[config.mk]
export PLATFORM = sky130hd
export DESIGN_NAME = fetch_queue
export DESIGN_NICKNAME = d
export VERILOG_FILES = /design/src/rtl/fetch_queue.sv
export SDC_FILE = /design/constraint.sdc
export NUM_CORES = 1
export LEC_CHECK = 0
export CAP_MARGIN = 20
export CORE_MARGIN = 5
export CORE_UTILIZATION = 60
export CTS_BUF_LIST = sky130_fd_sc_hd__clkbuf_16
export CTS_CLUSTER_DIAMETER = 120
export DETAILED_ROUTE_END_ITERATION = 10
export DONT_BUFFER_PORTS = 1
export GPL_TIMING_DRIVEN = 0
export HOLD_SLACK_MARGIN = 0.03
export PLACE_DENSITY_LB_ADDON = 0.12
export SLEW_MARGIN = 20
export SYNTH_ARGS = -nofsm -noshare
export SYNTH_HDL_FRONTEND = slang
export SYNTH_SLANG_ARGS = --single-unit
export TNS_END_PERCENT = 30
[constraint.sdc]
create_clock -name clk -period 4.6 [get_ports clk]
set_input_delay 0.92 -clock clk [delete_from_list [all_inputs] [get_ports clk]]
set_output_delay 0.92 -clock clk [all_outputs]
set_load 0.01 [all_outputs]
[src/rtl/fetch_queue.sv]
// Instruction fetch stage: owns the fetch PC, issues word reads to the
// instruction memory and buffers returned instructions, each tagged with its
// PC, in a small prefetch FIFO. A downstream redirect flushes the queue and
// restarts fetch at the redirect address.
module fetch_queue #(
    parameter int ADDR_W  = 12,
    parameter int INSTR_W = 19,
    parameter int DEPTH   = 4
) (
    input  logic               clk,
    input  logic               rst,
    output logic               imem_req,
    output logic [ADDR_W-1:0]  imem_addr,
    input  logic [INSTR_W-1:0] imem_rdata,
    output logic               instr_valid,
    output logic [INSTR_W-1:0] instr,
    output logic [ADDR_W-1:0]  instr_pc,
    input  logic               instr_ready,
    input  logic               redirect,
    input  logic [ADDR_W-1:0]  redirect_pc
);

    localparam int PTR_W = $clog2(DEPTH);
    localparam int CNT_W = PTR_W + 1;
    localparam logic [CNT_W-1:0] DEPTH_CNT = CNT_W'(DEPTH);

    // Control state
    logic [ADDR_W-1:0] fetch_pc_q,   fetch_pc_d;
    logic              pending_q,    pending_d;
    logic [ADDR_W-1:0] pending_pc_q, pending_pc_d;
    logic [PTR_W-1:0]  head_q,       head_d;
    logic [PTR_W-1:0]  tail_q,       tail_d;
    logic [CNT_W-1:0]  count_q,      count_d;

    // FIFO storage (data only, never reset)
    logic [INSTR_W-1:0] instr_mem_q [DEPTH];
    logic [ADDR_W-1:0]  pc_mem_q    [DEPTH];

    logic [CNT_W-1:0] occupancy;
    logic             issue;
    logic             push;
    logic             pop;

    // Outputs are driven from registered state only; instr_ready never reaches them.
    assign instr_valid = (count_q != '0) && !rst;
    assign instr       = instr_mem_q[head_q];
    assign instr_pc    = pc_mem_q[head_q];
    assign imem_req    = issue;
    assign imem_addr   = fetch_pc_q;

    // Issue/push/pop decisions; the in-flight request reserves its slot up front.
    always_comb begin
        occupancy = count_q + CNT_W'(pending_q);
        issue     = !rst && !redirect && (occupancy < DEPTH_CNT);
        push      = pending_q && !redirect && !rst;
        pop       = instr_valid && instr_ready && !redirect;
    end

    // Next-state for PC, in-flight tracking and FIFO pointers; redirect flushes everything.
    always_comb begin
        fetch_pc_d   = fetch_pc_q;
        pending_d    = pending_q;
        pending_pc_d = pending_pc_q;
        head_d       = head_q;
        tail_d       = tail_q;
        count_d      = count_q;
        if (redirect) begin
            fetch_pc_d = redirect_pc;
            pending_d  = 1'b0;
            head_d     = '0;
            tail_d     = '0;
            count_d    = '0;
        end else begin
            pending_d = issue;
            if (issue) begin
                pending_pc_d = fetch_pc_q;
                fetch_pc_d   = fetch_pc_q + ADDR_W'(1);
            end
            if (push) begin
                tail_d = tail_q + PTR_W'(1);
            end
            if (pop) begin
                head_d = head_q + PTR_W'(1);
            end
            case ({push, pop})
                2'b10:   count_d = count_q + CNT_W'(1);
                2'b01:   count_d = count_q - CNT_W'(1);
                default: count_d = count_q;
            endcase
        end
    end

    // Control registers with synchronous reset; reset drops the queue and any in-flight response.
    always_ff @(posedge clk) begin
        if (rst) begin
            fetch_pc_q <= '0;
            pending_q  <= 1'b0;
            head_q     <= '0;
            tail_q     <= '0;
            count_q    <= '0;
        end else begin
            fetch_pc_q <= fetch_pc_d;
            pending_q  <= pending_d;
            head_q     <= head_d;
            tail_q     <= tail_d;
            count_q    <= count_d;
        end
    end

    // PC of the outstanding request; only meaningful while pending_q is set.
    always_ff @(posedge clk) begin
        pending_pc_q <= pending_pc_d;
    end

    // Capture the memory response together with the PC it was fetched from.
    always_ff @(posedge clk) begin
        if (push) begin
            instr_mem_q[tail_q] <= imem_rdata;
            pc_mem_q[tail_q]    <= pending_pc_q;
        end
    end

endmodule

==> impl_metrics.tcl, run 1 <==
set metrics [dict create \
    status "complete, no violations" \
    path_cells "clkbuf_1 > nor3b_1 > mux2_4 > buf_6" \
    p_leak_nw 2.20 \
    cp.arrival_ps 1870 \
    cts_tree "built" \
    antenna_cells 0 \
    core_mm2 0.00986 \
    grt_pass1_wl_mm 17.6 \
    finalClockSkew_ps 14.0 \
    grt_pass1_vias 3127 \
    drive_gt1_frac 0.223 \
    tns_ps 0 \
    seq_area_frac_synth 0.740 \
    whs_path_depth 0 \
    required_ps 3680 \
    syn2layout_area_growth_pct 13.3 \
    path_clk_slew_ps 60 \
    power_density_mw_per_mm2 419 \
    synth_top_area_frac 0.668 \
    grt_usage 0.191 \
    hp-class "flip-flop to flip-flop" \
    die_h_um 111 \
    viasPerCell 5.91 \
    rrSetupSlack_ps 2480 \
    antenna_found_initial 0 \
    cp_top_family "simple AND/OR/NAND/NOR gates" \
    crit_path_max_fanout 10 \
    cts-buffers-inserted 17 \
    pin_count 80 \
    synth_edf_count 136 \
    p_total_mw 2.91 \
    crit_path_start_kind "input port" \
    r2r_start "count_q[2]" \
    yosys_register_bits 158 \
    worstMarginPinSlew_ps 641 \
    wire_per_inst_um 22.1 \
    min_to "pc_mem_q[2][9]" \
    report.final.slew_viol_count 0 \
    clk_latency_ps 420 \
    numPortBuffers 0 \
    nNetsFinal 384 \
    ff2ff_path_depth 8 \
    synthCells 319 \
    r2r_end "count_q[2]" \
    worstSetupPathType "input port to output port" \
    dp.cells 456 \
    yosys_most_used_dff "edfxtp_1" \
    multi_input_comb_area_mm2 0.00145 \
    fill_cells 613 \
    hold_violations 0 \
    dieArea_mm2 0.0123 \
    period_needed_ps 2790 \
    std_cell_rows 36 \
    crit_path_end_kind "output port" \
    htree_levels 4 \
    ys_types 45 \
    synth_top_area_cell "edfxtp_1" \
    max_stage_delay_ps 360 \
    rsz0062_at_grt "false" \
    cts.sinks 158 \
    async_flop_share 0 \
    yosys_warnings 0 \
    clk_path_buf_depth 2 \
    slew_headroom 0.573 \
    cts_hold_buf 0 \
    antenna_left 0 \
    drt_wl_total_mm 10.8 \
    drc 0 \
    place_congestion 0.764 \
    max-vdd-ir-drop_uv 247 \
    maxCapViolations 0 \
    hpwl_mm 7.00 \
    drt_iter0_drc 177 \
    cp_slowest_cell "nor3b_1" \
    place_area_mm2 0.00640 \
    grt-ovfl-total 0 \
    ff_latch_area_mm2 0.00452 \
    start_util 0.620 \
    fin_area_mm2 0.00693 \
    die_x_um 111 \
    final_cells 488 \
    vias 2882 \
    syn_area_mm2 0.00611 \
    fin_crit_sh 0.607 \
    synthTopCellsByArea "edfxtp_1, mux4_2, dfxtp_1" \
    cp_num_buf_inv 2 \
    grt_max_degree 21 \
    clockRootBuffer "clkbuf_16" \
    avgSynthCellArea_um2 19.2 \
    finalSetupViolations 0 \
    synth_nets 361 \
    fmax_ghz 0.358 \
    firstDrtPassIters 4 \
    cts_resized 0 \
    worstHoldStart "pending_pc_q[9]" \
    post_cts_buffers 0 \
]
==> power by group <==
group	leakage (nW)	switching, mW	internal [mW]
Clock	0.257	0.521	0.729
Combinational	0.528	0.0349	0.0238
Sequential	1.41	0.0214	1.58
Total	2.20	0.577	2.33
==> cells by family after synthesis <==
family / after synthesis / share of synthesized area
multiplexers: 36 / 0.124
AO/OA/AOI/OAI: 29 / 0.0391
buffers and inverters: 29 / 0.0233
flip-flops: 158 / 0.740
AND/OR/NAND/NOR: 52 / 0.0471
adder cells (fa/ha/maj): 7 / 0.0156
XOR/XNOR: 8 / 0.0115
==> cell usage after synthesis, drive strengths merged (2+ instances only) <==
master  number
nand2        9
a211oi       3
edfxtp     136
and3         6
xor2         3
nor2        13
ha           6
a31oi        4
inv         10
nor3b        3
xnor2        5
mux2         3
mux4        31
dfxtp       22
and4         3
clkbuf       9
mux2i        2
a311o        4
a21oi        5
or3          2
nor2b        2
buf          9
nand4        6
a41o         3
and2         3
a32oi        2
==> layer usage <==
layer / up-vias / part of all wire / track usage
met5: - / 0 / 0
met4: 0 / 0.015 / 0.0665
met3: 11 / 0.087 / 0.0852
met2: 111 / 0.50 / 0.299
met1: 1422 / 0.40 / 0.239
li1: 1338 / - / -
==> worst max path at each step <==
stage                     startpoint                  to  slack (ps)  depth (start not counted)
after floorplan             redirect          count_q[2]        1820                          9
after global placement      redirect  instr_mem_q[0][15]        1330                          3
after detailed placement    redirect          count_q[2]        1490                          9
after CTS                  flip-flop            instr[3]        1830                          2
after global routing        redirect          count_q[2]        1710                          9
final                            rst            imem_req        1810                          4
==> area by class of cell <==
class / count / share of cell area
Sequential cell: 158 / 0.653
Multi-Input combinational cell: 132 / 0.210
Clock buffer: 17 / 0.0614
Tap cell: 133 / 0.0240
Timing Repair Buffer: 4 / 0.0159
Clock inverter: 15 / 0.0154
Buffer: 18 / 0.0146
Inverter: 11 / 0.00596
==> flip-flops by register name (all words and copies together) (netlist names), named ones only <==
signal,count
instr_mem_q,76
tail_q,2
head_q,2
imem_addr,12
pending_q,1
pc_mem_q,48
count_q,3
pending_pc_q,12
==> stage by stage <==
step / util / setup slack [ps] / hold slack [ps]
detailed placement: 0.648 / 1490 / 485
global placement: 0.637 / 1330 / 468
global route: 0.702 / 1710 / 529
floorplan: - / 1820 / 459
CTS: 0.702 / 1830 / 500
finish: 0.702 / 1810 / 493
==> cells in the final DEF, fill, tap and decap left out, drive strengths merged, types with 4 or more instances in the layout <==
cell / n
a21oi: 5
mux4: 31
clkinv: 8
a311o: 4
a31oi: 4
inv: 13
and3: 6
clkinvlp: 4
edfxtp: 136
nor2: 13
xnor2: 5
ha: 6
nand2: 9
dfxtp: 22
clkbuf: 26
nand4: 6
buf: 13
No activity file was read; power rests on OpenSTA's default activity.
==> inputs of run 2 (changes only) <==
Settings changed: ABC_AREA set to 1, CORE_UTILIZATION 60 to 57.
Clock period 4.6 ns to 2.24 ns, I/O delays scaled along.
==> impl_metrics.tcl, run 2 <==
set metrics [dict create \
    max_flop_register "instr_mem_q" \
    ys_types 27 \
    status "complete, no violations" \
    synth_fa_ha_area_frac 0.0151 \
    cp_slowest_cell "o22ai_1" \
    wire_per_inst_um 18.1 \
    layout_common_cells "edfxtp_1, nor2_1, o21ai_0, nand2_1, inv_1" \
    nNetsFinal 587 \
    pin_count 80 \
    min_to "instr_mem_q[1][3]" \
    viasPerCell 5.61 \
    finalClockSkew_ps 5.15 \
    cts.sinks 158 \
    crit_path_max_fanout 10 \
    hpwl_mm 8.21 \
    hold_violations 0 \
    async_flop_share 0 \
    vias 3918 \
    post_cts_buffers 0 \
    antenna_found_initial 0 \
    drive_gt1_frac 0.142 \
    antenna_left 0 \
    worstSetupPathType "flip-flop to output port" \
    cts_tree "built" \
    numPortBuffers 0 \
    firstDrtPassIters 6 \
    p_leak_nw 2.54 \
    switching_power_mw 1.25 \
    synth_nets 564 \
    antenna_cells 0 \
    path_cells "clkbuf_4 > clkinvlp_4 > clkbuf_2 > nor2_1 > o22ai_1" \
    grt-ovfl-total 0 \
    grt_usage 0.206 \
    htree_levels 4 \
    period_needed_ps 2130 \
    worstHoldStart "imem_rdata[3]" \
    combPwrFrac 0.023 \
    start_util 0.580 \
    power_density_mw_per_mm2 852 \
    fill_cells 783 \
    final_common_cell "edfxtp_1" \
    synthTopCellsByArea "edfxtp_1, dfxtp_1, o21ai_0" \
    dp.cells 666 \
    synth_top_area_cell "edfxtp_1" \
    required_ps 1790 \
    syn_area_mm2 0.00628 \
    yosys_most_used_dff "edfxtp_1" \
    yosys.area_share.simple 0.125 \
    final_cells 698 \
    synth_compound_area_frac 0.101 \
    report.final.slew_viol_count 0 \
    fin_crit_sh 0.949 \
    dieArea_mm2 0.0132 \
    drc 0 \
    drt_wl_total_mm 12.6 \
    internal_power_mw 4.94 \
    pre_cts_ws_ps -19.2 \
    synth.top_cells.by_count "edfxtp_1, nor2_1, o21ai_0" \
    cts-buffers-inserted 17 \
    syn2layout_area_growth_pct 15.5 \
    whs_path_depth 0 \
    clk_path_buf_depth 2 \
    max-vdd-ir-drop_uv 518 \
    cp.arrival_ps 1680 \
    tns_ps 0 \
    std_cell_rows 38 \
    maxCapViolations 0 \
    slew_headroom 0.357 \
    crit_path_start_kind "flip-flop" \
    finalSetupViolations 0 \
    largest_reg_flops 76 \
    core_mm2 0.0108 \
    ff2ff_path_depth 8 \
    yosys_warnings 0 \
    switching_share 0.201 \
    worstMarginPinSlew_ps 961 \
    synth_top_area_frac 0.650 \
    grt_pass1_wl_mm 20.6 \
    yosys_register_bits 158 \
    drt_iter0_drc 289 \
    path_clk_slew_ps 60 \
    rsz0062_at_grt "true" \
    synth_top_family_by_area "simple AND/OR/NAND/NOR gates" \
    r2r_end "count_q[2]" \
    die_h_um 115 \
    synthCells 522 \
    synth.most_common_cell "edfxtp_1" \
    fmax_ghz 0.470 \
    hp-class "input port to flip-flop" \
    p_clk_frac 0.445 \
    grt_pass1_vias 4055 \
    r2r_start "pending_q" \
    worst_slack_ps 113 \
    rrSetupSlack_ps 280 \
    clockRootBuffer "clkbuf_16" \
    die_x_um 115 \
    avgSynthCellArea_um2 12.0 \
    seq_area_frac_synth 0.720 \
    top_regs "instr_mem_q: 76 flops, pc_mem_q: 48 flops" \
    max_stage_delay_ps 320 \
    clk_latency_ps 420 \
    synth_edf_count 136 \
    synthMuxAreaShare 0 \
    crit_path_end_kind "output port" \
    place_congestion 0.870 \
    grt_max_degree 24 \
    seqPwrFrac 0.531 \
    synth_xor_area_frac 0.00418 \
]
run 2: cell types whose count changed after synthesis, sizes merged, moves of 20 or more:
cell,before,now
o22ai,0,31
nor2,13,94
o21ai,1,73
mux4,31,0
inv,10,30
nand3,1,25
nand2,9,59
run 2: metrics by stage:
stage	power (mW)	hold WS [ps]	util	area [µm²]
global placement	3.48	455	0.596	6460
global route	6.41	101	0.670	7260
detailed placement	3.49	466	0.608	6590
finish	6.19	124	0.670	7260
floorplan	3.44	436	-	6280
CTS	6.24	114	0.665	7210
run 2: cells by family after synthesis:
logic type,count (synthesis)
flops,158
compound gates,118
buf+inv,55
xor+xnor,3
fa+ha+maj,7
simple gates,181
run 2: worst max path at each step:
stage / to / cells after the start / slack (ps)
after detailed placement: count_q[2] / 11 / -20
after global placement: instr_mem_q[0][17] / 4 / -1460
after CTS: instr[8] / 5 / 10
after floorplan: instr_mem_q[0][0] / 4 / -400
final: instr[12] / 5 / 110
after global routing: instr_pc[6] / 5 / -30
run 2: cell type report:
type                       instances  area [µm²]  share of cell area
inverter                          32         124              0.0171
timing repair buffer               4         103              0.0141
buffer                            23         125              0.0172
tap                              140         175              0.0241
sequential                       158        4520               0.623
multi-input combinational        309        1620               0.223
clock inverter                    13         113              0.0155
clock buffer                      19         475              0.0655
run 2: power by group through the flow:
| stage | Clock [mW] | Combinational [mW] | Sequential (mW) |
|---|---|---|---|
| final | 2.75 | 0.145 | 3.29 |
| after detailed placement | 0 | 0.144 | 3.35 |
| after global routing | 2.95 | 0.166 | 3.29 |
| after floorplan | 0 | 0.109 | 3.33 |
| after global placement | 0 | 0.132 | 3.35 |
| after CTS | 2.80 | 0.145 | 3.29 |
run 2: timing repair:
action | CTS | global route
gates resized for setup | 16 | 25
hold buffers | 0 | 0
pin swaps | 0 | 0
endpoints found under the setup margin | 31 | 31
run 2: layer usage:
layer  up-vias  track usage  part of all wire
li1       1910            -                 -
met1      1856        0.242              0.40
met2       131        0.350              0.50
met3        21       0.0658             0.074
met4         0       0.0892             0.019
met5         -            0                 0
run 2: worst max-delay path: cells and delay by family, from the launching register on:
family | cells | cell delay [ps]
flops | 1 | 300
compound gates | 1 | 320
simple gates | 1 | 80
buf+inv | 3 | 570
